**config.mk**
```make
export PLATFORM = sky130hd
export DESIGN_NAME = mac_rr_arbiter_flat
export DESIGN_NICKNAME = d
export VERILOG_FILES = /design/src/rtl/mac_pkg.sv /design/src/rtl/mac_rr_arbiter_if.sv /design/src/rtl/mac_rr_pick.sv /design/src/rtl/mac_rr_arbiter.sv /design/src/flat_wrapper.sv
export SDC_FILE = /design/constraint.sdc
export NUM_CORES = 1
export LEC_CHECK = 0
export ABC_CLOCK_PERIOD_IN_PS = 4800
export CAP_MARGIN = 40
export CORE_MARGIN = 2
export CORE_UTILIZATION = 45
export DETAILED_ROUTE_END_ITERATION = 8
export GPL_ROUTABILITY_DRIVEN = 0
export GPL_TIMING_DRIVEN = 0
export PLACE_DENSITY = 0.84
export SKIP_CTS_REPAIR_TIMING = 1
export SYNTH_ARGS = -nofsm -noshare
export SYNTH_HDL_FRONTEND = slang
export SYNTH_SLANG_ARGS = --single-unit
export TNS_END_PERCENT = 10
```
**constraint.sdc**
```tcl
create_clock -name clk -period 4.8 [get_ports clk]
set_clock_uncertainty 0.15 [all_clocks]
set_input_delay 0.96 -clock clk [delete_from_list [all_inputs] [get_ports clk]]
set_output_delay 0.96 -clock clk [all_outputs]
set_load 0.02 [all_outputs]
```
**src/rtl/mac_pkg.sv**
```systemverilog
// ---------------------------------------------------------------------------
// mac_pkg
// Shared definitions for the round-robin multiply-add arbiter:
//   - default operand / result widths
//   - FSM state encoding (IDLE, COMPUTE, RESP)
//   - id_width(): bits needed to hold a requester index
// Optional feature macro used elsewhere in this slice: MAC_ACCUM_EN
// ---------------------------------------------------------------------------
package mac_pkg;

    localparam int DATA_WIDTH_DEF = 8;
    localparam int OUT_WIDTH_DEF  = 16;

    typedef enum logic [1:0] {
        IDLE    = 2'd0,
        COMPUTE = 2'd1,
        RESP    = 2'd2
    } state_e;

    // At least one bit, so a 2-requester build still has a usable ID field.
    function automatic int id_width(input int n);
        return (n <= 2) ? 1 : $clog2(n);
    endfunction

endpackage

```
**src/rtl/mac_rr_arbiter_if.sv**
```systemverilog
// ---------------------------------------------------------------------------
// mac_rr_arbiter_if
// Request/response bundle between the operand sources and the shared MAC.
//   req_valid/req_ready : per-requester handshake (req_ready one-hot)
//   req_a/b/c           : flattened operands, requester i at [i*DATA_WIDTH +: DATA_WIDTH]
//   req_acc             : per-requester accumulate select (only with MAC_ACCUM_EN)
//   rsp_valid/rsp_ready : single response channel with backpressure
//   rsp_data/rsp_id     : result and owning requester index
//   busy                : arbiter not in IDLE
// Modports: master = requester/consumer side, slave = arbiter side.
// ---------------------------------------------------------------------------
interface mac_rr_arbiter_if
    import mac_pkg::*;
#(
    parameter int NUM_REQ    = 4,
    parameter int DATA_WIDTH = DATA_WIDTH_DEF,
    parameter int OUT_WIDTH  = OUT_WIDTH_DEF
) ();
    localparam int ID_WIDTH = id_width(NUM_REQ);

    logic [NUM_REQ-1:0]            req_valid;
    logic [NUM_REQ-1:0]            req_ready;
    logic [NUM_REQ*DATA_WIDTH-1:0] req_a;
    logic [NUM_REQ*DATA_WIDTH-1:0] req_b;
    logic [NUM_REQ*DATA_WIDTH-1:0] req_c;
`ifdef MAC_ACCUM_EN
    logic [NUM_REQ-1:0]            req_acc;
`endif
    logic                          rsp_valid;
    logic                          rsp_ready;
    logic [OUT_WIDTH-1:0]          rsp_data;
    logic [ID_WIDTH-1:0]           rsp_id;
    logic                          busy;

    modport master (
        output req_valid, req_a, req_b, req_c, rsp_ready,
`ifdef MAC_ACCUM_EN
        output req_acc,
`endif
        input  req_ready, rsp_valid, rsp_data, rsp_id, busy
    );

    modport slave (
        input  req_valid, req_a, req_b, req_c, rsp_ready,
`ifdef MAC_ACCUM_EN
        input  req_acc,
`endif
        output req_ready, rsp_valid, rsp_data, rsp_id, busy
    );

endinterface

```
**src/rtl/mac_rr_pick.sv**
```systemverilog
// ---------------------------------------------------------------------------
// mac_rr_pick
// Combinational round-robin picker, reusable for any shared resource.
//   req       : request vector
//   ptr       : highest-priority index this round
//   grant     : one-hot winner (all zero when nothing requests)
//   idx       : winner index
//   any_valid : at least one request present
// ---------------------------------------------------------------------------
module mac_rr_pick
    import mac_pkg::*;
#(
    parameter int N  = 4,
    parameter int IW = id_width(N)
) (
    input  logic [N-1:0]  req,
    input  logic [IW-1:0] ptr,
    output logic [N-1:0]  grant,
    output logic [IW-1:0] idx,
    output logic          any_valid
);
    // cand[k] is the index with priority rank k (0 = highest).
    logic [IW-1:0] cand [N];

    genvar gi;
    generate
        for (gi = 0; gi < N; gi++) begin : g_cand
            assign cand[gi] = IW'((int'(ptr) + gi) % N);
        end
    endgenerate

    always_comb begin
        idx       = '0;
        any_valid = 1'b0;
        grant     = '0;
        // Walk from lowest to highest priority so the last hit wins.
        for (int k = N - 1; k >= 0; k--) begin
            if (req[cand[k]]) begin
                idx       = cand[k];
                any_valid = 1'b1;
            end
        end
        if (any_valid) begin
            grant[idx] = 1'b1;
        end
    end

endmodule

```
**src/rtl/mac_rr_arbiter.sv**
```systemverilog
// ---------------------------------------------------------------------------
// mac_rr_arbiter
// Round-robin sharing of one registered a*b + c datapath between NUM_REQ
// requesters; one operation in flight at a time (IDLE -> COMPUTE -> RESP).
// Ports:
//   clk   : rising-edge clock
//   reset : asynchronous, active-low reset
//   bus   : mac_rr_arbiter_if.slave (request handshakes, response channel, busy)
// Optional feature macro: MAC_ACCUM_EN adds a per-requester accumulator that
// is added into the result when the requester's req_acc bit is set.
// ---------------------------------------------------------------------------
module mac_rr_arbiter
    import mac_pkg::*;
#(
    parameter int NUM_REQ    = 4,
    parameter int DATA_WIDTH = DATA_WIDTH_DEF,
    parameter int OUT_WIDTH  = OUT_WIDTH_DEF
) (
    input logic             clk,
    input logic             reset,
    mac_rr_arbiter_if.slave bus
);
    localparam int ID_WIDTH = id_width(NUM_REQ);

    state_e                  state_q, state_d;
    logic [ID_WIDTH-1:0]     rr_ptr_q, rr_ptr_d;
    logic [DATA_WIDTH-1:0]   a_q, a_d, b_q, b_d, c_q, c_d;
    logic [ID_WIDTH-1:0]     id_q, id_d;
    logic [OUT_WIDTH-1:0]    rsp_data_q, rsp_data_d;
    logic [ID_WIDTH-1:0]     rsp_id_q, rsp_id_d;
    logic                    rsp_valid_q, rsp_valid_d;
    logic                    busy_q, busy_d;
`ifdef MAC_ACCUM_EN
    logic                    acc_en_q, acc_en_d;
    logic [OUT_WIDTH-1:0]    acc_q [NUM_REQ];
    logic [OUT_WIDTH-1:0]    acc_d [NUM_REQ];
`endif

    logic [NUM_REQ-1:0]      grant;
    logic [ID_WIDTH-1:0]     win_idx;
    logic                    any_valid;
    logic [NUM_REQ-1:0]      req_ready;
    logic [OUT_WIDTH-1:0]    mac_sum;

    // Unpack the flattened operand buses.
    logic [DATA_WIDTH-1:0]   a_arr [NUM_REQ];
    logic [DATA_WIDTH-1:0]   b_arr [NUM_REQ];
    logic [DATA_WIDTH-1:0]   c_arr [NUM_REQ];

    genvar gi;
    generate
        for (gi = 0; gi < NUM_REQ; gi++) begin : g_unpack
            assign a_arr[gi] = bus.req_a[gi*DATA_WIDTH +: DATA_WIDTH];
            assign b_arr[gi] = bus.req_b[gi*DATA_WIDTH +: DATA_WIDTH];
            assign c_arr[gi] = bus.req_c[gi*DATA_WIDTH +: DATA_WIDTH];
        end
    endgenerate

    mac_rr_pick #(.N(NUM_REQ), .IW(ID_WIDTH)) u_pick (
        .req       (bus.req_valid),
        .ptr       (rr_ptr_q),
        .grant     (grant),
        .idx       (win_idx),
        .any_valid (any_valid)
    );

    // Operands are zero-extended to the result width before the multiply so
    // 255*255+255 fits without truncation.
    always_comb begin
        mac_sum = OUT_WIDTH'(a_q) * OUT_WIDTH'(b_q) + OUT_WIDTH'(c_q);
`ifdef MAC_ACCUM_EN
        if (acc_en_q) begin
            mac_sum = mac_sum + acc_q[id_q];
        end
`endif
    end

    always_comb begin
        state_d     = state_q;
        rr_ptr_d    = rr_ptr_q;
        a_d         = a_q;
        b_d         = b_q;
        c_d         = c_q;
        id_d        = id_q;
        rsp_data_d  = rsp_data_q;
        rsp_id_d    = rsp_id_q;
        rsp_valid_d = rsp_valid_q;
        req_ready   = '0;
`ifdef MAC_ACCUM_EN
        acc_en_d    = acc_en_q;
        acc_d       = acc_q;
`endif
        unique case (state_q)
            IDLE: begin
                // Gated by reset so req_ready reads 0 while reset is held.
                if (any_valid && reset) begin
                    req_ready = grant;
                    a_d       = a_arr[win_idx];
                    b_d       = b_arr[win_idx];
                    c_d       = c_arr[win_idx];
                    id_d      = win_idx;
`ifdef MAC_ACCUM_EN
                    acc_en_d  = bus.req_acc[win_idx];
`endif
                    state_d   = COMPUTE;
                end
            end
            COMPUTE: begin
                rsp_data_d  = mac_sum;
                rsp_id_d    = id_q;
                rsp_valid_d = 1'b1;
`ifdef MAC_ACCUM_EN
                acc_d[id_q] = mac_sum;
`endif
                state_d     = RESP;
            end
            RESP: begin
                if (bus.rsp_ready) begin
                    rsp_valid_d = 1'b0;
                    // Pointer only moves on a completed response.
                    rr_ptr_d    = (id_q == ID_WIDTH'(NUM_REQ - 1)) ? '0 : id_q + ID_WIDTH'(1);
                    state_d     = IDLE;
                end
            end
            default: state_d = IDLE;
        endcase
        busy_d = (state_d != IDLE);
    end

    always_ff @(posedge clk or negedge reset) begin
        if (!reset) begin
            state_q     <= IDLE;
            rr_ptr_q    <= '0;
            a_q         <= '0;
            b_q         <= '0;
            c_q         <= '0;
            id_q        <= '0;
            rsp_data_q  <= '0;
            rsp_id_q    <= '0;
            rsp_valid_q <= 1'b0;
            busy_q      <= 1'b0;
`ifdef MAC_ACCUM_EN
            acc_en_q    <= 1'b0;
            for (int i = 0; i < NUM_REQ; i++) begin
                acc_q[i] <= '0;
            end
`endif
        end else begin
            state_q     <= state_d;
            rr_ptr_q    <= rr_ptr_d;
            a_q         <= a_d;
            b_q         <= b_d;
            c_q         <= c_d;
            id_q        <= id_d;
            rsp_data_q  <= rsp_data_d;
            rsp_id_q    <= rsp_id_d;
            rsp_valid_q <= rsp_valid_d;
            busy_q      <= busy_d;
`ifdef MAC_ACCUM_EN
            acc_en_q    <= acc_en_d;
            acc_q       <= acc_d;
`endif
        end
    end

    assign bus.req_ready = req_ready;
    assign bus.rsp_valid = rsp_valid_q;
    assign bus.rsp_data  = rsp_data_q;
    assign bus.rsp_id    = rsp_id_q;
    assign bus.busy      = busy_q;

endmodule

```
**src/flat_wrapper.sv**
```systemverilog
// flat-port wrapper written by rule: the top's interface ports become plain ports
module mac_rr_arbiter_flat import mac_pkg::*;
#(
    parameter int NUM_REQ    = 4,
    parameter int DATA_WIDTH = DATA_WIDTH_DEF,
    parameter int OUT_WIDTH  = OUT_WIDTH_DEF
)
  (clk, reset, bus_req_valid, bus_req_a, bus_req_b, bus_req_c, bus_rsp_ready, bus_req_ready, bus_rsp_valid, bus_rsp_data, bus_rsp_id, bus_busy);
  mac_rr_arbiter_if #(.NUM_REQ(NUM_REQ), .DATA_WIDTH(DATA_WIDTH), .OUT_WIDTH(OUT_WIDTH)) bus_i ();
  input logic clk;
  input logic reset;
  input wire logic [$bits(bus_i.req_valid)-1:0] bus_req_valid;
  input wire logic [$bits(bus_i.req_a)-1:0] bus_req_a;
  input wire logic [$bits(bus_i.req_b)-1:0] bus_req_b;
  input wire logic [$bits(bus_i.req_c)-1:0] bus_req_c;
  input wire logic [$bits(bus_i.rsp_ready)-1:0] bus_rsp_ready;
  output wire logic [$bits(bus_i.req_ready)-1:0] bus_req_ready;
  output wire logic [$bits(bus_i.rsp_valid)-1:0] bus_rsp_valid;
  output wire logic [$bits(bus_i.rsp_data)-1:0] bus_rsp_data;
  output wire logic [$bits(bus_i.rsp_id)-1:0] bus_rsp_id;
  output wire logic [$bits(bus_i.busy)-1:0] bus_busy;
  assign bus_i.req_valid = bus_req_valid;
  assign bus_i.req_a = bus_req_a;
  assign bus_i.req_b = bus_req_b;
  assign bus_i.req_c = bus_req_c;
  assign bus_i.rsp_ready = bus_rsp_ready;
  assign bus_req_ready = bus_i.req_ready;
  assign bus_rsp_valid = bus_i.rsp_valid;
  assign bus_rsp_data = bus_i.rsp_data;
  assign bus_rsp_id = bus_i.rsp_id;
  assign bus_busy = bus_i.busy;
  mac_rr_arbiter #(.NUM_REQ(NUM_REQ), .DATA_WIDTH(DATA_WIDTH), .OUT_WIDTH(OUT_WIDTH)) u_core (.clk(clk), .reset(reset), .bus(bus_i));
endmodule
```
==> results of run 1 <==
## logic make-up (layout without fill, tap and decap cells)
group	Yosys count	count (layout)	synth area share [%]
AOI/OAI and AO/OA	125	125	16.8
xor gates and xnor gates	9	9	1.55
adders and majority gates	81	81	26.4
buffers and inverters	103	232	8.42
DFF	50	50	24.6
muxes	22	22	4.53
and+or+nand+nor	169	169	17.7
## cell usage in the layout (no fill, tap or decap), types with 3 or more instances in the layout
cell type and count:
nand2b_1 4, clkbuf_1 10, clkdlybuf4s50_1 125, xor2_1 6, mux2_2 8, xnor2_1 3, dfrtp_1 42, inv_1 71
and3_1 19, and2_1 40, a32oi_1 17, o211ai_1 4, mux2i_1 14, ha_1 37, nor2_1 5, nor2b_1 3
o21ai_1 18, a21o_1 21, dfrtp_2 8, buf_2 15, clkbuf_16 5, nand2_1 53, o221ai_1 7, a21oi_1 11
nand3_1 35, o21ai_0 28, fa_1 44
## how the worst max path moves through the flow
| stage | slack [ns] | depth (start not counted) | to | startpoint |
|---|---|---|---|---|
| final | 0.16 | 13 | u_core.bus.rsp_data[13] | u_core.b_q[6] |
| after floorplan | 0.42 | 14 | u_core.bus.rsp_data[13] | u_core.a_q[2] |
| after global placement | -1.18 | 6 | bus_req_ready[2] | reset |
| after detailed placement | -0.04 | 14 | u_core.bus.rsp_data[13] | u_core.a_q[2] |
| after CTS | -0.06 | 14 | u_core.bus.rsp_data[13] | u_core.a_q[2] |
| after global routing | 0.0008 | 14 | u_core.bus.rsp_data[13] | u_core.a_q[0] |
## per-stage QoR
stage | setup WS, ns | setup TNS [ns]
after CTS | -0.0641 | -0.0641
after global placement | -1.18 | -4.43
after global routing | 0.000810 | 0
after detailed placement | -0.0401 | -0.0401
after floorplan | 0.423 | 0
final | 0.163 | 0
## registers in the layout, indices dropped and copies added (netlist names)
| register | count |
|---|---|
| u_core.c_q | 8 |
| u_core.a_q | 8 |
| u_core.bus.rsp_valid | 1 |
| u_core.state_q | 2 |
| u_core.bus.rsp_data | 16 |
| u_core.bus.rsp_id | 2 |
| u_core.rr_ptr_q | 2 |
| u_core.bus.busy | 1 |
| u_core.id_q | 2 |
| u_core.b_q | 8 |
## per-layer routing
| metal | GRT usage (%) | routed length [µm] |
|---|---|---|
| met5 | 0 | 0 |
| met4 | 7.41 | 388 |
| met3 | 3.94 | 907 |
| met2 | 42.0 | 6770 |
| met1 | 27.5 | 5430 |
## worst register-to-register path, cell delays in order, from the launching register on
cell      delay, ns
dfrtp_2        0.48
and2_1         0.21
fa_1           0.49
fa_1           0.55
fa_1           0.56
inv_1          0.06
fa_1           0.53
inv_1          0.04
ha_1           0.24
a2111o_1       0.44
o21bai_1       0.22
a41oi_1        0.26
xor2_1         0.16
o21ai_0        0.09
## layout make-up
type / count / area [µm²]
clock inverter: 2 / 37.5
inverter: 71 / 267
clock buffer: 6 / 129
tap: 140 / 175
buffer: 26 / 139
sequential: 50 / 1260
fill: 933 / 4250
multi-input combinational: 406 / 3400
timing repair buffer: 127 / 1280
==> metrics.yaml, run 1 <==
dieArea_um2: 12200
status: "complete, no violations"
syn_avg_cell_area_um2: 9.09
crit_path_start_kind: "flop"
port_buffers: 126
syn_area_um2: 5080
crit_fanout: 9
grt.overflow.total: 0
ys_seq_elements: 50
rows: 38
viasPerCell: 5.44
crit_family: "adder cells"
wl_um: 13500
place_hpwl_um: 11200
synthTopCellsByCount: "inv_1 (71), nand2_1 (53), dfrtp_1 (50), fa_1 (44), and2_1 (40)"
clockBufferDepth: 2
grt_first_pass_wirelength_um: 21800
setup_viol: 0
cts_made_buffers: 5
cp.required_ns: 4.80
drive_gt1_share_pct: 7.12
die_y_um: 110
fin_crit_ns: 4.64
placed_cell_area_um2: 6540
rsz0062_at_grt: "no"
grt_max_degree: 41
syn_to_final_growth_pct: 31.6
clkTransAtPathRegs_ns: 0.07
max-cap-violations: 0
crit_path_top_delay_cell: "fa_1"
rr_worst_depth: 13
fin_cells: 828
tightest_slew_ns: 0.729
cp_num_buf_inv: 2
relSlewSlack_pct: 51.4
holdWs_ns: 0.330
clock-sinks: 50
syn_nets: 743
post_synth_num_cell_types: 50
drv_slew: 0
ant_nets: 0
r2r_slack_ns: 0.16
stdcell_area_um2: 6690
coreArea_um2: 10900
cts_root_buffer: "clkbuf_16"
diodes: 0
dpl.cell_count: 826
num_io_pins: 127
h-tree-depth: 2
fin_util_pct: 61.2
critPathArrivalTime_ns: 4.64
max_stage_delay_ns: 0.56
antenna_found_initial: 0
rr_endpoint: "u_core.bus.rsp_data[13]"
remaining_drc_errors: 0
synthArstFlopShare_pct: 100
ys.flop_type: "dfrtp_1"
cts_tree: "done"
synth.yosys.seq_area_share_pct: 24.6
period_share_pct: 96.6
layout.nets: 871
hp-start: "u_core.bus.rsp_data[5]"
synth.area.top_cells: "dfrtp_1 (25%), fa_1 (17%), ha_1 (9.1%)"
criticalPathCategory: "flop to flop"
vias: 4501
worstSkewPairLatency_ns: 0.29
r2r-start: "u_core.b_q[6]"
synth_edf_count: 0
syn_inst: 559
path_cells: "and2_1 > fa_1 > fa_1 > fa_1 > inv_1 > fa_1 > inv_1 > ha_1 > a2111o_1 > o21bai_1 > a41oi_1 > xor2_1 > o21ai_0"
max_freq_ghz: 0.216
whs_endpoint: "u_core.bus.rsp_data[5]"
hold_viol: 0
hold_path.class: "flop to flop"
dr.pass1.iters: 4
grt_pass1_vias: 4755
yosys_warnings: 0
grt_usage_pct: 23.0
cpMostUsedCell: "fa_1"
min_path_cells: 2
yosysTopAreaCell: "dfrtp_1"
wl_per_cell_um: 16.3
yosysMostFrequentCell: "inv_1"
synth_top_area_share_pct: 24.6
die_x_um: 110
drtIter0Drc: 226
start_util_pct: 46.5
critPathCaptureType: "flop"
Power of run 1 is not shown: default switching activity piles up to over one toggle a cycle in this logic, so the estimate is an artifact.
==> run 2: changes to the inputs <==
--- a/config.mk
+++ b/config.mk
@@ -8,11 +8,11 @@
 export ABC_CLOCK_PERIOD_IN_PS = 4800
 export CAP_MARGIN = 40
 export CORE_MARGIN = 2
-export CORE_UTILIZATION = 45
+export CORE_UTILIZATION = 51
 export DETAILED_ROUTE_END_ITERATION = 8
 export GPL_ROUTABILITY_DRIVEN = 0
 export GPL_TIMING_DRIVEN = 0
-export PLACE_DENSITY = 0.84
+export PLACE_DENSITY = 0.92
 export SKIP_CTS_REPAIR_TIMING = 1
 export SYNTH_ARGS = -nofsm -noshare
 export SYNTH_HDL_FRONTEND = slang
==> run 2 against run 1 <==
Against the previous run:
- via count up 5.7%
- routed wire length up 5.7%
- global-route usage up 3.4 points
- sequential share of layout area about the same
- first-iteration DRC count up 35%
- cell count up 0.12%
- core utilization up 7.7 points
- non-clock buffer count up 8
- critical path type is now input pin to output port
==> metrics.yaml, run 2 (synthesized netlist as in run 1, its figures left out) <==
status: "complete, no violations"
relSlewSlack_pct: 47.5  # -3.9 points
coreArea_um2: 9730  # -11%
cts_made_buffers: 5  # unchanged
largest_register_ffs: 16  # unchanged
die_y_um: 104  # -5.8%
grt_first_pass_wirelength_um: 23200  # +6.4%
rows: 36  # -5.3%
max-cap-violations: 0  # unchanged
cts_root_buffer: "clkbuf_8"
crit_path_top_delay_cell: "o22ai_1"
h-tree-depth: 2  # unchanged
num_io_pins: 127  # unchanged
drv_slew: 0  # unchanged
dpl.cell_count: 819  # -0.85%
remaining_drc_errors: 0  # unchanged
cts_tree: "done"
layout.nets: 879  # +0.92%
dieArea_um2: 10800  # -11%
antenna_found_initial: 0  # unchanged
die_x_um: 104  # -5.8%
tightest_slew_ns: 0.788  # +0.0581 ns
viasPerCell: 5.74  # +5.6%
grt_max_degree: 41  # unchanged
fin_cells: 829  # +0.12%
place_hpwl_um: 11600  # +4.2%
drtIter0Drc: 305  # +35%
clockBufferDepth: 2  # unchanged
grt.overflow.total: 0  # unchanged
clock-sinks: 50  # unchanged
hold_viol: 0  # unchanged
start_util_pct: 52.3  # +5.8 points
fin_crit_ns: 4.69  # +0.0520 ns
ant_nets: 0  # unchanged
final.fill_count: 742  # -20%
cp.required_ns: 3.69  # -1.11 ns
criticalPathCategory: "input pin to output port"
max_freq_ghz: 0.213  # -1.1%
critPathArrivalTime_ns: 3.58  # -1.06 ns
setup_viol: 0  # unchanged
crit_fanout: 10  # +1
dr.pass1.iters: 5  # +1
max_stage_delay_ns: 0.62  # +0.06 ns
path_cells: "clkdlybuf4s50_1 > a21oi_1 > o21a_1 > o22ai_1 > buf_2 > and2_1 > clkdlybuf4s50_1"
wl_per_cell_um: 17.2  # +5.6%
clkTransAtPathRegs_ns: 0.09  # +0.02 ns
port_buffers: 126  # unchanged
placed_cell_area_um2: 6530  # -0.13%
grt_pass1_vias: 5071  # +6.6%
wl_um: 14300  # +5.7%
cpMostUsedCell: "clkdlybuf4s50_1"
stdcell_area_um2: 6700  # +0.11%
diodes: 0  # unchanged
worstSkewPairLatency_ns: 0.32  # +0.03 ns
fin_util_pct: 68.8  # +7.7 points
final_common_cell: "clkdlybuf4s50_1"
drive_gt1_share_pct: 8.62  # +1.5 points
hold_path.class: "flop to flop"
period_share_pct: 97.7  # +1.1 points
grt_usage_pct: 26.5  # +3.4 points
layout_common_cells: "clkdlybuf4s50_1 (125), inv_1 (71), nand2_1 (53)"
syn_to_final_growth_pct: 31.7
vias: 4759  # +5.7%
critPathCaptureType: "output port"
rsz0062_at_grt: "no"
crit_path_start_kind: "input pin"
run 2: cell count changes in the layout (fill, tap and decap cells not counted):
cell	change
o22ai_1	-1
clkbuf_16	-5
a211oi_1	-1
dfrtp_1	-1
buf_4	+8
a211oi_2	+1
dfrtp_2	+1
o22ai_2	+1
clkbuf_8	+5
run 2: path summary, 6_finish.rpt:
path / start / end / slack, ns / cells past startpoint
worst max-delay path: bus_req_valid[0] / bus_req_ready[1] / 0.11 / 7
worst min-delay path: u_core.bus.rsp_data[13] / u_core.bus.rsp_data[13] / 0.33 / 2
worst max register to register: u_core.b_q[6] / u_core.bus.rsp_data[13] / 0.19 / 13
worst min register to register: u_core.bus.rsp_data[13] / u_core.bus.rsp_data[13] / 0.33 / 2
max in group asynchronous: reset / u_core.a_q[3] / 3.61 / 2
min in group asynchronous: reset / u_core.bus.rsp_data[10] / 0.36 / 1
run 2: per-layer routing:
metal	vias to the layer above	wire length [µm]	track usage (%)
met4	0	311	9.46
li1	2185	-	-
met1	2284	5540	29.9
met2	258	7460	49.4
met3	32	957	5.03
met5	-	0	0
run 2: metrics by stage:
| step | TNS [ns] | worst slack (ns) | hold WS, ns |
|---|---|---|---|
| after floorplan | 0 | 0.423 | 0.306 |
| after global placement | -4.63 | -1.23 | 0.311 |
| after detailed placement | -0.0117 | -0.0117 | 0.320 |
| after CTS | -0.0439 | -0.0439 | 0.342 |
| after global routing | 0 | 0.00875 | 0.364 |
| final | 0 | 0.111 | 0.333 |
run 2: final cells by class:
class / count / area [µm²] / area share (%)
clock buffers: 6 / 72.6 / 1.08
flip-flops and latches: 50 / 1260 / 18.9
well taps: 133 / 166 / 2.49
inverters: 71 / 267 / 3.98
multi-input cells: 406 / 3420 / 51.0
clock inverters: 2 / 37.5 / 0.561
repair buffers: 135 / 1340 / 20.0
plain buffers: 26 / 139 / 2.07
run 2: worst max-delay path, delay by kind of cell:
family                 cells  cell delay (ns)
AND/OR/NAND/NOR            1             0.15
buffers and inverters      3             1.53
AO/OA/AOI/OAI              3             0.94
Power of run 2 is left out for the same reason.
